==> src/rtl/game_pkg.sv <==
// ============================================================================
// game_pkg : shared types, widths and playfield constants for the frog game
// Rev 1.0  initial release
// ============================================================================
`default_nettype none

package game_pkg;

  localparam int LEVEL_W = 4;
  localparam int LIVES_W = 2;
  localparam int SCORE_W = 8;
  localparam int ROW_W   = 4;
  localparam int STATE_W = 3;

  localparam logic [ROW_W-1:0] GOAL_ROW = 4'd0;
  localparam logic [3:0]       ORIGIN_X = 4'd11;
  localparam logic [3:0]       ORIGIN_Y = 4'd14;

  typedef enum logic [STATE_W-1:0] {
    ST_IDLE      = 3'd0,
    ST_PLAY      = 3'd1,
    ST_DEATH     = 3'd2,
    ST_LEVEL_UP  = 3'd3,
`ifdef GAME_CONTROLLER_PAUSE_EN
    ST_GAME_OVER = 3'd4,
    ST_PAUSE     = 3'd5
`else
    ST_GAME_OVER = 3'd4
`endif
  } state_t;

  function automatic logic [SCORE_W-1:0] sat_add_score(
    input logic [SCORE_W-1:0] score,
    input logic [LEVEL_W-1:0] level
  );
    logic [SCORE_W:0] sum;
    sum = {1'b0, score} + {{(SCORE_W + 1 - LEVEL_W){1'b0}}, level};
    return sum[SCORE_W] ? {SCORE_W{1'b1}} : sum[SCORE_W-1:0];
  endfunction

endpackage

`default_nettype wire

==> src/rtl/game_controller_lane_tick_gen.sv <==
// ============================================================================
// lane_tick_gen : level-dependent obstacle step prescaler with period floor
// Rev 1.0  initial release
// ============================================================================
`default_nettype none

module lane_tick_gen
  import game_pkg::*;
#(
  parameter int unsigned BASE_TICK_CYCLES = 6_250_000,
  parameter int unsigned TICK_STEP_CYCLES = 625_000,
  parameter int unsigned MIN_TICK_CYCLES  = 1_250_000
)(
  input  logic               i_Clk,
  input  logic               i_reset,
  input  logic               i_run,
  input  logic               i_clear,
  input  logic [LEVEL_W-1:0] i_period,
  output logic               o_tick
);

  localparam int CNT_W = $clog2(BASE_TICK_CYCLES + 1);

  logic [31:0]      reduction;
  logic [CNT_W-1:0] period;
  logic [CNT_W-1:0] count;
  logic [CNT_W-1:0] count_last;
  logic             tick;

  // i_period carries the level; level 1 maps to the base period.
  always_comb begin
    reduction = (i_period == '0) ? 32'd0
              : (32'(i_period) - 32'd1) * TICK_STEP_CYCLES;
    if (reduction >= BASE_TICK_CYCLES ||
        (BASE_TICK_CYCLES - reduction) < MIN_TICK_CYCLES) begin
      period = CNT_W'(MIN_TICK_CYCLES);
    end else begin
      period = CNT_W'(BASE_TICK_CYCLES - reduction);
    end
    count_last = period - 1'b1;
  end

  // Level only changes while the count is cleared, so a new period always
  // starts from a fresh count.
  always_ff @(posedge i_Clk or posedge i_reset) begin
    if (i_reset) begin
      count <= '0;
      tick  <= 1'b0;
    end else if (i_clear) begin
      count <= '0;
      tick  <= 1'b0;
    end else if (i_run) begin
      if (count >= count_last) begin
        count <= '0;
        tick  <= 1'b1;
      end else begin
        count <= count + 1'b1;
        tick  <= 1'b0;
      end
    end else begin
      tick <= 1'b0;
    end
  end

  assign o_tick = tick;

endmodule

`default_nettype wire

==> src/rtl/game_controller.sv <==
// ============================================================================
// game_controller : game FSM, lives/level/score and lane tick for frog game
// Optional pause state enabled by defining GAME_CONTROLLER_PAUSE_EN.
// Rev 1.0  initial release
// ============================================================================
`default_nettype none

module game_controller
  import game_pkg::*;
#(
  parameter int          LIVES            = 3,
  parameter int          MAX_LEVEL        = 9,
  parameter logic [3:0]  GOAL_ROW         = game_pkg::GOAL_ROW,
  parameter int unsigned HOLD_CYCLES      = 12_500_000,
  parameter int unsigned BASE_TICK_CYCLES = 6_250_000,
  parameter int unsigned TICK_STEP_CYCLES = 625_000,
  parameter int unsigned MIN_TICK_CYCLES  = 1_250_000
)(
  input  logic       i_Clk,
  input  logic       i_reset,
  input  logic       i_start,
  input  logic [3:0] i_player_y,
  input  logic       i_collision,
`ifdef GAME_CONTROLLER_PAUSE_EN
  input  logic       i_pause,
`endif
  output logic       o_player_reset,
  output logic       o_move_en,
  output logic       o_lane_tick,
  output logic [3:0] o_level,
  output logic [1:0] o_lives,
  output logic [7:0] o_score,
  output logic [2:0] o_state
);

  localparam int                 HOLD_W     = $clog2(HOLD_CYCLES + 1);
  localparam logic [HOLD_W-1:0]  HOLD_LAST  = HOLD_W'(HOLD_CYCLES - 1);
  localparam logic [LEVEL_W-1:0] LEVEL_MAX  = LEVEL_W'(MAX_LEVEL);
  localparam logic [LIVES_W-1:0] LIVES_INIT = LIVES_W'(LIVES);

  state_t             state, state_next;
  logic [LIVES_W-1:0] lives, lives_next;
  logic [LEVEL_W-1:0] level, level_next;
  logic [SCORE_W-1:0] score, score_next;
  logic [HOLD_W-1:0]  hold_cnt, hold_next;
  logic               player_reset, player_reset_next;
  logic               move_en;
  logic               clear_tick;
  logic               start_d;
  logic               start_pulse;
  logic               goal;

  assign start_pulse = i_start & ~start_d;
  assign goal        = (i_player_y == GOAL_ROW) && !i_collision;

`ifdef GAME_CONTROLLER_PAUSE_EN
  logic pause_d;
  logic pause_pulse;

  assign pause_pulse = i_pause & ~pause_d;

  always_ff @(posedge i_Clk or posedge i_reset) begin
    if (i_reset) begin
      pause_d <= 1'b0;
    end else begin
      pause_d <= i_pause;
    end
  end
`endif

  always_comb begin
    state_next        = state;
    lives_next        = lives;
    level_next        = level;
    score_next        = score;
    hold_next         = hold_cnt;
    player_reset_next = 1'b0;
    clear_tick        = 1'b0;
    case (state)
      ST_IDLE, ST_GAME_OVER: begin
        if (start_pulse) begin
          state_next        = ST_PLAY;
          lives_next        = LIVES_INIT;
          level_next        = LEVEL_W'(1);
          score_next        = '0;
          player_reset_next = 1'b1;
          clear_tick        = 1'b1;
        end
      end
      ST_PLAY: begin
        if (i_collision) begin
          hold_next = '0;
          if (lives <= LIVES_W'(1)) begin
            state_next = ST_GAME_OVER;
            lives_next = '0;
          end else begin
            state_next        = ST_DEATH;
            lives_next        = lives - 1'b1;
            player_reset_next = 1'b1;
          end
        end else if (goal) begin
          state_next        = ST_LEVEL_UP;
          score_next        = sat_add_score(score, level);
          level_next        = (level >= LEVEL_MAX) ? level : level + 1'b1;
          hold_next         = '0;
          player_reset_next = 1'b1;
          clear_tick        = 1'b1;
        end
`ifdef GAME_CONTROLLER_PAUSE_EN
        else if (pause_pulse) begin
          state_next = ST_PAUSE;
        end
`endif
      end
      ST_DEATH, ST_LEVEL_UP: begin
        if (hold_cnt >= HOLD_LAST) begin
          state_next = ST_PLAY;
          hold_next  = '0;
        end else begin
          hold_next = hold_cnt + 1'b1;
        end
      end
`ifdef GAME_CONTROLLER_PAUSE_EN
      ST_PAUSE: begin
        if (pause_pulse) begin
          state_next = ST_PLAY;
        end
      end
`endif
      default: begin
        state_next = ST_IDLE;
      end
    endcase
  end

  always_ff @(posedge i_Clk or posedge i_reset) begin
    if (i_reset) begin
      state        <= ST_IDLE;
      lives        <= '0;
      level        <= LEVEL_W'(1);
      score        <= '0;
      hold_cnt     <= '0;
      start_d      <= 1'b0;
      player_reset <= 1'b0;
      move_en      <= 1'b0;
    end else begin
      state        <= state_next;
      lives        <= lives_next;
      level        <= level_next;
      score        <= score_next;
      hold_cnt     <= hold_next;
      start_d      <= i_start;
      player_reset <= player_reset_next;
      move_en      <= (state_next == ST_PLAY);
    end
  end

  lane_tick_gen #(
    .BASE_TICK_CYCLES (BASE_TICK_CYCLES),
    .TICK_STEP_CYCLES (TICK_STEP_CYCLES),
    .MIN_TICK_CYCLES  (MIN_TICK_CYCLES)
  ) u_lane_tick_gen (
    .i_Clk    (i_Clk),
    .i_reset  (i_reset),
    .i_run    (state == ST_PLAY),
    .i_clear  (clear_tick),
    .i_period (level),
    .o_tick   (o_lane_tick)
  );

  assign o_player_reset = player_reset;
  assign o_move_en      = move_en;
  assign o_level        = level;
  assign o_lives        = lives;
  assign o_score        = score;
  assign o_state        = state;

endmodule

`default_nettype wire
==> config.mk <==
export PLATFORM = sky130hd
export DESIGN_NAME = game_controller
export DESIGN_NICKNAME = d
export VERILOG_FILES = /design/src/rtl/game_pkg.sv /design/src/rtl/game_controller_lane_tick_gen.sv /design/src/rtl/game_controller.sv
export SDC_FILE = /design/constraint.sdc
export NUM_CORES = 1
export LEC_CHECK = 0
export ABC_AREA = 0
export BUFFER_PORTS_ARGS = -buffer_cell sky130_fd_sc_hd__buf_2
export CAP_MARGIN = 20
export CORE_MARGIN = 5
export CORE_UTILIZATION = 45
export DETAILED_ROUTE_END_ITERATION = 12
export PLACE_DENSITY_LB_ADDON = 0.05
export SLEW_MARGIN = 40
export SYNTH_ARGS = -nofsm -noshare
export SYNTH_HDL_FRONTEND = slang
export SYNTH_SLANG_ARGS = --single-unit
==> constraint.sdc <==
create_clock -name i_Clk -period 13.7 [get_ports i_Clk]
set_input_delay 2.055 -clock i_Clk [delete_from_list [all_inputs] [get_ports i_Clk]]
set_output_delay 2.055 -clock i_Clk [all_outputs]
set_load 0.02 [all_outputs]
==> results.sh, run 1 <==
export IMPL_core_area_mm2=0.0172
export IMPL_cts_hold_buf=0
export IMPL_cts_buffers=9
export IMPL_status="finished, final reports clean"
export IMPL_grt_max_degree=69
export IMPL_htree_levels=3
export IMPL_antenna_found_initial=0
export IMPL_crit_fanout=47
export IMPL_r2r_start="o_level[0]"
export IMPL_hold_viol_final=0
export IMPL_syn_avg_cell_area_um2=8.22
export IMPL_max_stage_delay_ps=770
export IMPL_wl_per_cell_um=15.7
export IMPL_cts_setup_buffers=0
export IMPL_n_antenna_cell=0
export IMPL_slew_viol_final=0
export IMPL_die_h_um=142
export IMPL_yosys_warnings=0
export IMPL_hold_path_class="flip-flop to flip-flop"
export IMPL_ctsRootBufferMaster="clkbuf_16"
export IMPL_clk_pin_slew_ps=60
export IMPL_detail_route_drc_violations=0
export IMPL_first_pass_iters=5
export IMPL_hold_path_cell_count=1
export IMPL_holdPathEnd="hold_cnt[21]"
export IMPL_setup_viol=0
export IMPL_synth_ff_type="dfrtp_1"
export IMPL_r2r_setup_slack_ps=2030
export IMPL_dp_hpwl_um=14300
export IMPL_pin_count=28
export IMPL_cts_resized=0
export IMPL_start_kind="flip-flop"
export IMPL_vias=6877
export IMPL_arrival_ps=11930
export IMPL_syn_instance_count=957
export IMPL_synth_seq_area_share_pct=21.6
export IMPL_layout_nets=1089
export IMPL_grt_pass1_vias=6354
export IMPL_synthArstFlopShare_pct=100
export IMPL_min_delay_start="hold_cnt[21]"
export IMPL_num_fill_cells=1673
export IMPL_start_util_pct=45.7
export IMPL_crit_type="flip-flop to flip-flop"
export IMPL_synth_seq_cells=68
export IMPL_tritoncts="done"
export IMPL_endpoint_kind="flip-flop"
export IMPL_rsz0062_at_grt="false"
export IMPL_die_w_um=142
export IMPL_synth_edf_count=0
export IMPL_grt_ovfl_total=0
export IMPL_avgViaCountPerCell=5.76
export IMPL_r2r_end="u_lane_tick_gen.count[20]"
export IMPL_wirelength_um=18800
export IMPL_relSlewSlack_pct=54.5
export IMPL_portBuffers=27
export IMPL_yosysUniqueCellTypes=78
export IMPL_synthesis_nets=1083
export IMPL_fmax_ghz=0.0857
export IMPL_tns_ps=0
export IMPL_cts_sinks=68
export IMPL_drive_gt1_share_pct=7.95
export IMPL_die_area_mm2=0.0202
export IMPL_cpMostUsedCell="ha_1"
export IMPL_num_rows=48
export IMPL_max_cap_violations=0
export IMPL_ant_nets=0
export IMPL_area_delta_synth_final_pct=7.47
export IMPL_insertion_delay_ps=340
export IMPL_required_ps=13960
export IMPL_min_period_ps=11670
export IMPL_first_iter_violations=360
export IMPL_slowest_stage="dfstp_2"
export IMPL_period_share_pct=85.2
export IMPL_grtUsageTotal_pct=19.1
export IMPL_fin_skew_ps=11.4
export IMPL_netlist_area_mm2=0.00787
export IMPL_grt_first_pass_wirelength_um=31900
export IMPL_place_congestion=0.840
export IMPL_worst_pin_slew_ps=678
export IMPL_clockBufferDepth=2
export IMPL_reg2reg_depth=42
[layout make-up]
class                   count  area [um^2]  share of cell area [%]
clock inverters             7         51.3                   0.606
flip-flops and latches     68         1700                    20.1
clock buffers               9          225                    2.66
multi-input cells         786         5770                    68.2
repair buffers             34          191                    2.26
well taps                 225          282                    3.33
inverters                  64          240                    2.84
[cell families (layout without fill, tap and decap cells)]
kind of cell / after synthesis / in the layout / synth area share, %
compound gates: 284 / 284 / 23.6
xor+xnor: 46 / 46 / 5.31
fa+ha+maj: 118 / 118 / 20.9
buf+inv: 103 / 114 / 5.28
flops: 68 / 68 / 21.6
mux: 11 / 11 / 1.64
simple gates: 327 / 327 / 21.7
[Yosys cell counts (3+ instances only)]
master | n | area [um^2]
o21bai_1 | 3 | 22.5
nand2b_1 | 28 | 175
dfrtp_1 | 67 | 1680
o22ai_1 | 6 | 37.5
inv_1 | 63 | 236
a21oi_1 | 66 | 330
nand2_1 | 70 | 263
a211o_1 | 5 | 43.8
and2_1 | 7 | 43.8
nor2_1 | 57 | 214
fa_1 | 22 | 440
o31a_1 | 5 | 43.8
mux2_2 | 5 | 56.3
o31ai_1 | 15 | 113
mux2i_1 | 5 | 50.1
and4_1 | 4 | 35.0
o21ai_0 | 73 | 365
and3_1 | 31 | 194
a41oi_1 | 4 | 35.0
o41ai_1 | 5 | 43.8
nand4_1 | 15 | 93.8
a22o_1 | 8 | 70.1
a31oi_1 | 26 | 163
and4b_1 | 3 | 30.0
nor3_1 | 25 | 125
or3_1 | 13 | 81.3
a21o_1 | 19 | 143
o211ai_1 | 4 | 30.0
nor4_1 | 13 | 81.3
ha_1 | 96 | 1200
clkbuf_1 | 27 | 101
nand3_1 | 32 | 160
nor4b_1 | 3 | 26.3
xnor2_1 | 30 | 263
a211oi_1 | 7 | 52.6
o221ai_1 | 3 | 26.3
a311o_1 | 3 | 30.0
nor2b_1 | 10 | 62.6
buf_2 | 7 | 35.0
o21a_1 | 9 | 67.6
xor2_1 | 14 | 123
[through the flow]
step                      area [um^2]  setup WS (ps)  std cells  hold slack [ps]  utilization, %
after global placement           8170           2160       1177              480            47.4
final                            8460           2030       1193              478            49.1
after CTS                        8450           2020       1193              488            49.0
after floorplan                  7870           2660        957              443               -
after detailed placement         8180           2080       1177              481            47.4
after global routing             8460           1070       1193              516            49.1
[cell usage in the layout (no fill, tap or decap), types with 4 or more instances in the layout]
cell and instances:
ha_1 96, o21ai_0 73, nand2_1 70, dfrtp_1 67, a21oi_1 66, inv_1 62
nor2_1 56, nand3_1 32, and3_1 31, xnor2_1 30, nand2b_1 28, buf_2 27
a31oi_1 26, nor3_1 24, fa_1 22, a21o_1 19, nand4_1 15, o31ai_1 15
xor2_1 14, or3_1 13, nor4_1 13, nor2b_1 10, o21a_1 9, clkbuf_16 9
a22o_1 8, a211oi_1 7, and2_1 7, o22ai_1 6, buf_4 6, a211o_1 5
mux2_2 5, mux2i_1 5, o31a_1 5, o41ai_1 5, o211ai_1 4, a41oi_1 4
and4_1 4
[how the worst max path moves through the flow]
| stage | startpoint | endpoint | slack [ps] | cells past startpoint |
|---|---|---|---|---|
| final | o_level[0] | u_lane_tick_gen.count[20] | 2030 | 42 |
| after global routing | o_level[0] | u_lane_tick_gen.count[20] | 1070 | 42 |
| after CTS | o_level[0] | u_lane_tick_gen.count[20] | 2020 | 42 |
| after detailed placement | o_level[0] | u_lane_tick_gen.count[20] | 2080 | 42 |
| after global placement | o_level[0] | u_lane_tick_gen.count[20] | 2160 | 42 |
| after floorplan | o_level[1] | u_lane_tick_gen.count[5] | 2660 | 45 |
[registers in the layout, indices dropped and copies added, names as in the netlist]
| signal | count |
|---|---|
| hold_cnt | 24 |
| o_level | 4 |
| o_lives | 2 |
| o_move_en | 1 |
| o_player_reset | 1 |
| o_score | 8 |
| o_state | 3 |
| start_d | 1 |
| u_lane_tick_gen.count | 23 |
| u_lane_tick_gen.o_tick | 1 |
[critical path, delay by kind of cell (launching register included)]
kind / cells / cell delay (ps)
AOI/OAI and AO/OA: 10 / 2330
and+or+nand+nor: 14 / 3400
DFF: 1 / 770
buffers and inverters: 7 / 1100
adders and majority gates: 10 / 3760
xor gates and xnor gates: 1 / 190
[metal layers]
metal | global-route usage, % | vias up | wire length, um
li1 | - | 3525 | -
met5 | 0 | - | 0
met4 | 4.04 | 0 | 174
met1 | 28.3 | 3242 | 9760
met2 | 29.2 | 99 | 8140
met3 | 3.06 | 11 | 692
Power of run 1 is left out: the tool's default activity adds up to more than one toggle a clock period on the data nets, which glitch-free logic cannot reach.
==> inputs of run 2 (changes only) <==
--- a/config.mk
+++ b/config.mk
@@ -15,4 +15,5 @@
 export SLEW_MARGIN = 40
 export SYNTH_ARGS = -nofsm -noshare
 export SYNTH_HDL_FRONTEND = slang
+export SYNTH_HIERARCHICAL = 1
 export SYNTH_SLANG_ARGS = --single-unit
==> run 2 against run 1 <==
Effect of this change:
- final area shrank 1.7%
- final cell count down 2.8%
- die area is 2.1% lower
- setup slack improved by 610 ps
- clock-buffer cell count up 2
- global-route usage grew 0.18 points
- fmax grew 5.6%
- worst hold slack gained 23 ps
- critical path depth up 1
- register-to-register slack better by 610 ps
- sequential share of layout area grew 0.34 points
- largest cell class unchanged
==> results.sh, run 2 <==
export IMPL_drive_gt1_share_pct=9.04
export IMPL_layout_nets=1062
export IMPL_grt_ovfl_total=0
export IMPL_ys_top_cells_by_count="97 x ha_1, 85 x nor2_1, 78 x nand2_1, 72 x inv_1, 67 x dfrtp_1"
export IMPL_max_stage_delay_ps=710
export IMPL_yosysUniqueCellTypes=81
export IMPL_core_area_mm2=0.0167
export IMPL_num_rows=47
export IMPL_syn_avg_cell_area_um2=8.36
export IMPL_wl_per_cell_um=16.2
export IMPL_syn_instance_count=920
export IMPL_grt_first_pass_wirelength_um=31900
export IMPL_synthArstFlopShare_pct=100
export IMPL_endpoint_kind="flip-flop"
export IMPL_min_delay_start="u_lane_tick_gen/count[22]"
export IMPL_crit_fanout=26
export IMPL_required_ps=13940
export IMPL_synth_edf_count=0
export IMPL_reg2reg_depth=43
export IMPL_clockBufferDepth=2
export IMPL_wirelength_um=18800
export IMPL_insertion_delay_ps=340
export IMPL_regMostFlops="hold_cnt"
export IMPL_setup_viol=0
export IMPL_fmax_ghz=0.0905
export IMPL_yosysMostFrequentCell="ha_1"
export IMPL_cts_hold_buf=0
export IMPL_max_cap_violations=0
export IMPL_tritoncts="done"
export IMPL_period_share_pct=80.7
export IMPL_min_period_ps=11060
export IMPL_portBuffers=27
export IMPL_avgViaCountPerCell=5.81
export IMPL_synthesis_nets=1047
export IMPL_n_antenna_cell=0
export IMPL_slowest_stage="dfstp_2"
export IMPL_die_h_um=141
export IMPL_cpMostUsedCell="ha_1"
export IMPL_htree_levels=3
export IMPL_r2r_setup_slack_ps=2640
export IMPL_cts_resized=0
export IMPL_pin_count=28
export IMPL_detail_route_drc_violations=0
export IMPL_synth_seq_area_share_pct=22.1
export IMPL_antenna_found_initial=0
export IMPL_r2r_start="o_level[0]"
export IMPL_layout_common_cells="97 x ha_1, 84 x nor2_1, 78 x nand2_1, 70 x inv_1, 67 x dfrtp_1"
export IMPL_hold_viol_final=0
export IMPL_dp_hpwl_um=14600
export IMPL_largest_reg_flops=24
export IMPL_arrival_ps=11300
export IMPL_rsz0062_at_grt="false"
export IMPL_hold_path_cell_count=1
export IMPL_place_congestion=0.863
export IMPL_synth_area_leader_cell="dfrtp_1"
export IMPL_grt_pass1_vias=6672
export IMPL_holdPathEnd="u_lane_tick_gen/count[22]"
export IMPL_ctsRootBufferMaster="clkbuf_16"
export IMPL_die_w_um=141
export IMPL_hold_path_class="flip-flop to flip-flop"
export IMPL_layout_commonest_cell="ha_1"
export IMPL_relSlewSlack_pct=47.9
export IMPL_first_iter_violations=292
export IMPL_worst_pin_slew_ps=776
export IMPL_ant_nets=0
export IMPL_area_delta_synth_final_pct=8.17
export IMPL_r2r_end="u_lane_tick_gen/count[22]"
export IMPL_netlist_area_mm2=0.00769
export IMPL_crit_type="flip-flop to flip-flop"
export IMPL_synth_ff_type="dfrtp_1"
export IMPL_fin_skew_ps=8.24
export IMPL_synth_seq_cells=68
export IMPL_start_kind="flip-flop"
export IMPL_first_pass_iters=5
export IMPL_start_util_pct=46.0
export IMPL_tns_ps=0
export IMPL_cts_setup_buffers=0
export IMPL_grt_max_degree=45
export IMPL_synth_top_area_share_pct=21.8
export IMPL_grtUsageTotal_pct=19.2
export IMPL_cts_buffers=9
export IMPL_cts_sinks=68
export IMPL_yosys_warnings=6
export IMPL_synthTopCellsByArea="dfrtp_1 22%, ha_1 16%, fa_1 5.7%"
export IMPL_vias=6737
export IMPL_die_area_mm2=0.0198
export IMPL_clk_pin_slew_ps=60
export IMPL_status="finished, final reports clean"
export IMPL_slew_viol_final=0
[run 2: cell types whose count changed after synthesis, sizes merged, moves of 7 or more]
cell,before,now
a31oi,26,4
nand2,70,79
a21oi,68,33
nand4,15,23
inv,64,72
o21ai,74,65
clkbuf,28,19
a211oi,9,17
nor2,57,85
nand2b,28,13
o31ai,17,5
xor2,15,33
and3,31,24
[run 2: logic make-up (layout without fill, tap and decap cells)]
group	Yosys count	in the layout	synth area share (%)
adders and majority gates	119	119	21.5
DFF	68	68	22.1
buffers and inverters	101	121	5.35
xor gates and xnor gates	66	66	7.52
AOI/OAI and AO/OA	204	204	18.3
muxes	7	7	1.01
and+or+nand+nor	355	355	24.2
[run 2: worst max path at each step]
stage,from,to,cells after the start
2_1_floorplan,o_level[0],u_lane_tick_gen/count[16],44
3_5_place_dp,o_level[0],u_lane_tick_gen/count[22],43
4_1_cts,o_level[0],u_lane_tick_gen/count[22],43
6_report,o_level[0],u_lane_tick_gen/count[22],43
5_1_grt,o_level[0],u_lane_tick_gen/count[22],43
3_3_place_gp,o_level[0],u_lane_tick_gen/count[21],43
[run 2: worst max-delay path: cells and delay by family (launching register included)]
family	cells	cell delay [ps]
AOI/OAI and AO/OA	13	3220
adders and majority gates	10	3100
and+or+nand+nor	13	2490
xor gates and xnor gates	3	980
DFF	1	710
buffers and inverters	4	440
[run 2: through the flow]
stage                     instances  worst slack (ps)  utilization, %  area, um^2  hold WS [ps]
final                          1160              2640            49.8        8320           501
after global routing           1160              1750            49.8        8320           529
after CTS                      1160              2660            49.8        8320           515
after detailed placement       1144              2680            48.0        8020           507
after global placement         1144              3210            48.0        8010           490
after floorplan                 920              3250               -        7690           451
[run 2: layout make-up]
| type | count | area, um^2 |
|---|---|---|
| clock inverter | 5 | 60.1 |
| timing repair buffer | 33 | 180 |
| sequential | 68 | 1700 |
| clock buffer | 11 | 243 |
| inverter | 72 | 273 |
| multi-input combinational | 751 | 5580 |
| tap | 220 | 275 |
| fill | 1604 | 8380 |
[run 2: layer usage]
metal | wire (um) | up-vias | share of wire [%] | track usage, %
met5 | 0 | - | 0 | 0
met4 | 261 | 0 | 1.4 | 4.79
met3 | 575 | 19 | 3.1 | 3.18
met2 | 8720 | 118 | 46 | 31.2
met1 | 9270 | 3276 | 49 | 26.8
li1 | - | 3324 | - | -
Power of run 2 is left out for the same reason.
